[config.mk]
export PLATFORM = sky130hd
export DESIGN_NAME = cmp_branch_unit
export DESIGN_NICKNAME = d
export VERILOG_FILES = /design/src/rtl/cmp_branch_unit.sv
export SDC_FILE = /design/constraint.sdc
export NUM_CORES = 1
export LEC_CHECK = 0
export CAP_MARGIN = 25
export CORE_ASPECT_RATIO = 1.1
export CORE_MARGIN = 1.5
export CORE_UTILIZATION = 48
export DETAILED_ROUTE_END_ITERATION = 10
export GPL_ROUTABILITY_DRIVEN = 0
export HOLD_SLACK_MARGIN = 0.08
export PLACE_DENSITY = 0.89
export SETUP_SLACK_MARGIN = 0.3
export SKIP_CTS_REPAIR_TIMING = 1
export SYNTH_ARGS = -nofsm -noshare
export SYNTH_HDL_FRONTEND = slang
export SYNTH_SLANG_ARGS = --single-unit
[constraint.sdc]
create_clock -name clk -period 2.8 [get_ports clk]
set_input_delay 0.56 -clock clk [delete_from_list [all_inputs] [get_ports clk]]
set_output_delay 0.56 -clock clk [all_outputs]
set_load 0.01 [all_outputs]
[src/rtl/cmp_branch_unit.sv]
// Compare-and-branch unit: owns the fetch PC, resolves one branch request per cycle
// and holds a multi-cycle flush after a redirect. Optional counters: CMP_BRANCH_STATS_EN.
module cmp_branch_unit #(
    parameter int                 DATA_W       = 8,
    parameter int                 ADDR_W       = 8,
    parameter logic [ADDR_W-1:0]  RESET_PC     = '0,
    parameter int                 FLUSH_CYCLES = 1
) (
    input  logic              clk,
    input  logic              rst,
    input  logic              stall,
    input  logic              in_valid,
    output logic              in_ready,
    input  logic [2:0]        mode,
    input  logic              is_signed,
    input  logic [DATA_W-1:0] inp1,
    input  logic [DATA_W-1:0] inp2,
    input  logic [ADDR_W-1:0] inst_pc,
    input  logic [ADDR_W-1:0] offset,
    output logic [ADDR_W-1:0] pc,
    output logic              taken,
    output logic              result_valid,
    output logic              flush
`ifdef CMP_BRANCH_STATS_EN
    ,
    output logic [15:0]       br_count,
    output logic [15:0]       taken_count
`endif
);

    // state    | meaning
    // ST_RUN   | normal fetch, requests accepted when not stalled
    // ST_FLUSH | redirect in progress, pc holds target, requests ignored
    typedef enum logic {ST_RUN, ST_FLUSH} state_t;

    localparam logic [3:0] FLUSH_LOAD = 4'(FLUSH_CYCLES - 1);

    state_t            state_q, state_d;
    logic [3:0]        cnt_q, cnt_d;
    logic [ADDR_W-1:0] pc_q, pc_d;
    logic              taken_q, taken_d;
    logic              rv_q, rv_d;

    logic              accept;
    logic              lt, gt, eq, cond;
    logic [ADDR_W-1:0] rel_tgt, jr_tgt, target;

    if (DATA_W >= ADDR_W) begin : g_jr_trunc
        assign jr_tgt = inp1[ADDR_W-1:0];
    end else begin : g_jr_zext
        assign jr_tgt = {{(ADDR_W-DATA_W){1'b0}}, inp1};
    end

    assign rel_tgt = inst_pc + offset;
    assign target  = (mode == 3'b111) ? jr_tgt : rel_tgt;

    assign lt = is_signed ? ($signed(inp1) < $signed(inp2)) : (inp1 < inp2);
    assign gt = is_signed ? ($signed(inp1) > $signed(inp2)) : (inp1 > inp2);
    assign eq = (inp1 == inp2);

    always_comb begin
        cond = 1'b0;
        case (mode)
            3'b000:  cond = lt;
            3'b001:  cond = gt;
            3'b010:  cond = eq;
            3'b011:  cond = !lt;
            3'b100:  cond = !gt;
            3'b101:  cond = !eq;
            default: cond = 1'b1;
        endcase
    end

    assign in_ready = (state_q == ST_RUN) && !stall;
    assign accept   = in_valid && in_ready;

    always_comb begin
        state_d = state_q;
        cnt_d   = cnt_q;
        pc_d    = pc_q;
        taken_d = 1'b0;
        rv_d    = 1'b0;
        case (state_q)
            ST_RUN: begin
                if (accept) begin
                    rv_d = 1'b1;
                    if (cond) begin
                        taken_d = 1'b1;
                        pc_d    = target;
                        state_d = ST_FLUSH;
                        cnt_d   = FLUSH_LOAD;
                    end else begin
                        pc_d = pc_q + 1'b1;
                    end
                end else if (!stall) begin
                    pc_d = pc_q + 1'b1;
                end
            end
            ST_FLUSH: begin
                // counter runs through stalls so the flush length is fixed
                if (cnt_q == 4'd0) begin
                    state_d = ST_RUN;
                end else begin
                    cnt_d = cnt_q - 4'd1;
                end
            end
            default: state_d = ST_RUN;
        endcase
    end

    always_ff @(posedge clk or posedge rst) begin
        if (rst) begin
            state_q <= ST_RUN;
            cnt_q   <= 4'd0;
            pc_q    <= RESET_PC;
            taken_q <= 1'b0;
            rv_q    <= 1'b0;
        end else begin
            state_q <= state_d;
            cnt_q   <= cnt_d;
            pc_q    <= pc_d;
            taken_q <= taken_d;
            rv_q    <= rv_d;
        end
    end

    assign pc           = pc_q;
    assign taken        = taken_q;
    assign result_valid = rv_q;
    assign flush        = (state_q == ST_FLUSH);

`ifdef CMP_BRANCH_STATS_EN
    logic [15:0] br_q, tk_q;

    always_ff @(posedge clk or posedge rst) begin
        if (rst) begin
            br_q <= 16'd0;
            tk_q <= 16'd0;
        end else begin
            if (rv_d && br_q != 16'hFFFF) br_q <= br_q + 16'd1;
            if (taken_d && tk_q != 16'hFFFF) tk_q <= tk_q + 16'd1;
        end
    end

    assign br_count    = br_q;
    assign taken_count = tk_q;
`endif

endmodule

; Word-level counts from Yosys, hierarchy flattened
; Index checks and enable logic that the tools add are counted.
[word_totals]
wordCells = 52
ff_bits = 15
in_bits = 40
out_inout_bits = 12
[op_classes]
reduce_logical = 10
bitwise_logic = 1
n_eq_ne = 11
n_addsub = 3
muxes = 18
n_lt_le_gt_ge = 4
[ops]
columns = op, count
row1 = $mux W8, 4
row2 = $gt A8 B8 Y1, 2
row3 = $lt A8 B8 Y1, 2
row4 = $mux W4, 3
row5 = $eq A3 B3 Y1 const B, 3
row6 = $add A8 B1 Y8 const B, 1
row7 = $add A8 B8 Y8, 1
row8 = $eq A8 B8 Y1, 1
row9 = $mux W1, 8
row10 = $pmux W4 S2, 1
row11 = $eq A3 B2 Y1 const B, 2
row12 = $ne A2 B2 Y1 const B, 3
row13 = $pmux W1 S6, 1
row14 = $logic_not A1 Y1, 4
row15 = $logic_not A4 Y1, 1
row16 = $sub A4 B1 Y4 const B, 1
row17 = $eq A3 B1 Y1 const B, 1
row18 = $logic_not A3 Y1, 1
row19 = $reduce_and A3 Y1, 1
row20 = $logic_and A1 B1 Y1, 2
row21 = $ne A2 B1 Y1 const B, 1
row22 = $pmux W1 S2, 1
row23 = $reduce_and A2 Y1, 1
row24 = $not A1 Y1, 1

; Longest topological paths before layout
[logic_depth]
depth_word = 7
depth_mapped = 11
mapped_depth_nobuf = 10

; Least setup slack after synthesis
; No wires, ideal clock.
[synth_timing]
path_kind = in2reg
startpoint = in inp2[7]
endpoint = reg pc_q[7] (netlist: pc[7])
path_slack_ns = 0.543
t_arrival_ns = 2.131
required_ns = 2.674
n_path_buf = 1
path_stages = 10
cell_sequence = inv_1 > ha_1 > nor2b_1 > a211oi_1 > a22oi_1 > o21ai_0 > a2bb2oi_2 > buf_2 > a211oi_1 > a221o_1
[synth_via]
elab_chain_len = 6
word_cells_on_any_way = 13
cone_classes = order compare (4) / eq/ne (1) / mux (5) / reduce/logical (3)
[synth_rtl]
columns = element, line
row1 = "start, declared", 17  ; input logic [DATA_W-1:0] inp2,
row2 = $gt A8 B8 Y1 / $lt A8 B8 Y1 (equally long branches), "58, 57"
row3 = "$mux W1, on equally long branches", "58, 57"
row4 = "$logic_not A1 Y1, on equally long branches", "68, 67"
row5 = $pmux W1 S6 *, 63  ; case (mode)
row6 = $mux W8 *, 87  ; if (cond) begin
row7 = $mux W8 *, 85  ; if (accept) begin
row8 = "end signal, assigned", 121  ; pc_q <= pc_d;
row9 = "end, declared", 40  ; logic [ADDR_W-1:0] pc_q, pc_d;
; Mark *: on every way between the ends. The rest lies on a longest branch, timed or not.
; A chain may end at the register's enable or synchronous reset.

; Final worst setup path
[layout_timing]
startpoint = in stall
endpoint = out in_ready
[layout_via]
elab_chain_len = 2
[layout_rtl]
columns = element, line
row1 = "start, declared", 11  ; input logic stall,
row2 = $logic_not A1 Y1, n/a
row3 = $logic_and A1 B1 Y1, 74  ; assign in_ready = (state_q == ST_RUN) && !stall;
row4 = "end, declared", 13  ; output logic in_ready,
; Every way passes these cells.

==> flow_results.xml <==
<?xml version="1.0" encoding="UTF-8"?>
<metrics>
  <group name="routing">
    <metric name="routed-wl-met2" unit="µm">2060</metric>
    <metric name="drt_first_iter_violations" unit="">53</metric>
    <metric name="top_layer" unit="">met4</metric>
    <metric name="met3_wirelength" unit="µm">162</metric>
    <metric name="via_per_inst" unit="">5.88</metric>
    <metric name="post_drt_wl_per_cell" unit="µm">15.4</metric>
    <metric name="first_pass_iters" unit="">4</metric>
    <metric name="post-route-drc-count" unit="">0</metric>
    <metric name="residual_antenna_violating_net_count_after_detailed_routing" unit="">0</metric>
    <metric name="wl_met1" unit="µm">1580</metric>
    <metric name="vias" unit="">1487</metric>
    <metric name="wirelength" unit="µm">3890</metric>
  </group>
  <group name="sta">
    <metric name="fin_skew" unit="ns">0.00786</metric>
    <metric name="pins_over_slew_limit" unit="">0</metric>
    <metric name="tightestPinTransition" unit="ns">0.732</metric>
    <metric name="slew_headroom" unit="%">50.8</metric>
    <metric name="finalCriticalPeriod" unit="ns">2.39</metric>
    <metric name="timing.final.setup_violations" unit="">0</metric>
    <metric name="hold_violations" unit="">0</metric>
    <metric name="period_share" unit="%">85.3</metric>
    <metric name="rsz_0062_raised_after_global_routing" unit="">false</metric>
    <metric name="tns" unit="ns">0</metric>
    <metric name="fmax" unit="MHz">419</metric>
  </group>
  <group name="synth">
    <metric name="synth_area" unit="µm²">1400</metric>
    <metric name="synthesis.nets" unit="">221</metric>
    <metric name="avgSynthCellArea" unit="µm²">8.57</metric>
    <metric name="post_synth_inst_count" unit="">163</metric>
    <metric name="yosysWarningCount" unit="">0</metric>
    <metric name="number_of_distinct_library_cells_after_synthesis" unit="">39</metric>
    <metric name="ys_ff_latch" unit="">15</metric>
    <metric name="seq_area_frac_synth" unit="%">26.9</metric>
  </group>
  <group name="global_route">
    <metric name="grt_overflow" unit="">0</metric>
    <metric name="grt_max_degree" unit="">18</metric>
    <metric name="grt_use_total" unit="%">25.2</metric>
    <metric name="grt_first_pass_wirelength" unit="µm">6000</metric>
    <metric name="antenna_found_initial" unit="">0</metric>
    <metric name="vias_in_the_first_global_route" unit="">1491</metric>
  </group>
  <group name="job">
    <metric name="drv_cap" unit="">0</metric>
  </group>
  <group name="setup_path">
    <metric name="cp_data_arrival_time" unit="ns">1.83</metric>
    <metric name="path_max_fanout" unit="">6</metric>
    <metric name="timing.reg2reg.setup_slack" unit="ns">0.76</metric>
    <metric name="timing.critical_path.required" unit="ns">2.24</metric>
    <metric name="critical_path.startpoint_type" unit="">input port</metric>
    <metric name="worst-setup-path-type" unit="">input port to primary output</metric>
    <metric name="setup.worst_path.end_class" unit="">primary output</metric>
  </group>
  <group name="clocking">
    <metric name="ctsRootBufferMaster" unit="">clkbuf_4</metric>
    <metric name="cts_max_level" unit="">1</metric>
    <metric name="cts_made_buffers" unit="">3</metric>
    <metric name="clkSlewWorstSetupHoldPaths" unit="ns">0.09</metric>
    <metric name="tritoncts" unit="">yes</metric>
    <metric name="worst_skew_pair_latency" unit="ns">0.29</metric>
    <metric name="clock-sinks" unit="">15</metric>
    <metric name="clock_path_buffers" unit="">2</metric>
  </group>
  <group name="die">
    <metric name="io_pins" unit="">52</metric>
    <metric name="floorplan.initialDensity" unit="%">50.3</metric>
    <metric name="die_height" unit="µm">59.6</metric>
    <metric name="floorplan_die_width" unit="µm">54.4</metric>
    <metric name="placement_rows" unit="">20</metric>
    <metric name="dieArea" unit="µm²">3240</metric>
    <metric name="core-area" unit="µm²">2780</metric>
  </group>
  <group name="power">
    <metric name="p_leak" unit="nW">1.06</metric>
    <metric name="design_power_total" unit="mW">1.20</metric>
    <metric name="power_per_cell_area" unit="nW/µm²">549</metric>
    <metric name="worst_ir_drop_vdd" unit="µV">423</metric>
  </group>
  <group name="status">
    <metric name="run_status" unit="">finished clean</metric>
  </group>
  <group name="layout">
    <metric name="most-common-layout-cells" unit="">clkdlybuf4s50_1, dlymetal6s2s_1, o21ai_0, dfrtp_1, nor2_1</metric>
    <metric name="antenna_cells_inserted" unit="">0</metric>
    <metric name="utilization" unit="%">78.9</metric>
    <metric name="fillCellCount" unit="">180</metric>
    <metric name="most_frequent_standard_cell_in_the_layout_excluding_fill_and_tap_cells" unit="">clkdlybuf4s50_1</metric>
    <metric name="drive_above_1_share" unit="%">18.2</metric>
    <metric name="nNetsFinal" unit="">279</metric>
    <metric name="layoutNonFillerInstCount" unit="">253</metric>
    <metric name="flow.area_growth_from_synthesis" unit="%">56.9</metric>
  </group>
  <group name="place">
    <metric name="place_hpwl" unit="µm">3000</metric>
    <metric name="place.port_buffers" unit="">51</metric>
    <metric name="placedCellCount" unit="">249</metric>
  </group>
  <group name="min_path">
    <metric name="hp-class" unit="">flop to flop</metric>
  </group>
</metrics>
-- state kept, by name, indices dropped and copies added (netlist names) --
| register | count |
|---|---|
| taken | 1 |
| cnt_q | 4 |
| result_valid | 1 |
| flush | 1 |
| pc | 8 |
-- kinds of logic after synthesis --
kind of cell	synth area share, %
and+or+nand+nor	20.8
AOI/OAI and AO/OA	23.7
buffers and inverters	6.81
adders and majority gates	16.7
DFF	26.9
xor gates and xnor gates	3.76
muxes	1.43
-- through the flow --
| step | setup slack [ns] | area, µm² | hold slack [ns] |
|---|---|---|---|
| after floorplan | 0.543 | 1400 | 0.461 |
| after global placement | 0.00788 | 1970 | 0.504 |
| after detailed placement | -0.179 | 1970 | 0.536 |
| after CTS | 0.0885 | 2000 | 0.549 |
| after global routing | 0.295 | 2190 | 0.565 |
| final | 0.411 | 2190 | 0.546 |
-- critical path, cell delays in order --
cell and delay, ns:
clkdlybuf4s50_1 0.39, or2_1 0.25, inv_2 0.10, clkdlybuf4s50_1 0.54
-- per-layer routing --
layer  vias to the layer above  track usage [%]
met5                         -                0
met4                         0             10.4
met3                        11             1.77
met2                        61             48.5
met1                       704             27.2
li1                        711                -
-- path summary, 6_finish.rpt --
kind                            startpoint       end  depth (start not counted)
worst max-delay path                 stall  in_ready                          4
worst min-delay path              cnt_q[0]  cnt_q[0]                          1
worst max register to register       flush     pc[7]                          9
worst min register to register    cnt_q[0]  cnt_q[0]                          1
max in group asynchronous              rst     pc[7]                          2
min in group asynchronous              rst     pc[5]                          2
-- layout make-up --
class	instances	area (µm²)	share of cell area (%)
flip-flops and latches	15	375	17.1
repair buffers	57	603	27.5
inverters	19	73.8	3.37
well taps	33	41.3	1.88
clock buffers	3	22.5	1.03
multi-input cells	125	1070	48.8
clock inverters	1	5.00	0.228
-- power breakdown --
group	internal, mW	leakage, nW	switching (mW)	total [mW]
registers	0.312	0.179	0.101	0.413
logic	0.360	0.861	0.306	0.666
clock network	0.0531	0.0177	0.0713	0.124
-- cells in the mapped netlist --
| cell | n | area, µm² |
|---|---|---|
| mux2i_1 | 2 | 20.0 |
| nand2_1 | 4 | 15.0 |
| buf_6 | 1 | 11.3 |
| inv_1 | 17 | 63.8 |
| fa_1 | 1 | 20.0 |
| and3_1 | 3 | 18.8 |
| or3_1 | 1 | 6.26 |
| buf_2 | 1 | 5.00 |
| a211oi_1 | 8 | 60.1 |
| xor2_1 | 1 | 8.76 |
| nand3b_1 | 2 | 15.0 |
| nor3_1 | 1 | 5.00 |
| or2_1 | 1 | 6.26 |
| ha_1 | 17 | 213 |
| nor3b_1 | 1 | 7.51 |
| nor2_1 | 14 | 52.6 |
| nor4b_2 | 3 | 45.0 |
| o211ai_1 | 1 | 7.51 |
| inv_2 | 2 | 7.51 |
| nand2b_1 | 2 | 12.5 |
| a221o_1 | 3 | 30.0 |
| a2bb2oi_2 | 1 | 15.0 |
| a21oi_1 | 6 | 30.0 |
| o31ai_1 | 2 | 15.0 |
| clkbuf_1 | 2 | 7.51 |
| o21bai_1 | 1 | 7.51 |
| nor4_1 | 2 | 12.5 |
| nor3_2 | 1 | 10.0 |
| o21ai_0 | 16 | 80.1 |
| xnor2_1 | 5 | 43.8 |
| a21o_1 | 3 | 22.5 |
| a211o_1 | 3 | 26.3 |
| o21ai_1 | 1 | 5.00 |
| o311ai_1 | 1 | 8.76 |
| nand4_1 | 2 | 12.5 |
| dfrtp_1 | 15 | 375 |
| a22oi_1 | 3 | 22.5 |
| nand3_1 | 8 | 40.0 |
| nor2b_1 | 5 | 31.3 |
Note: power is estimated with default switching activity, not from simulation.
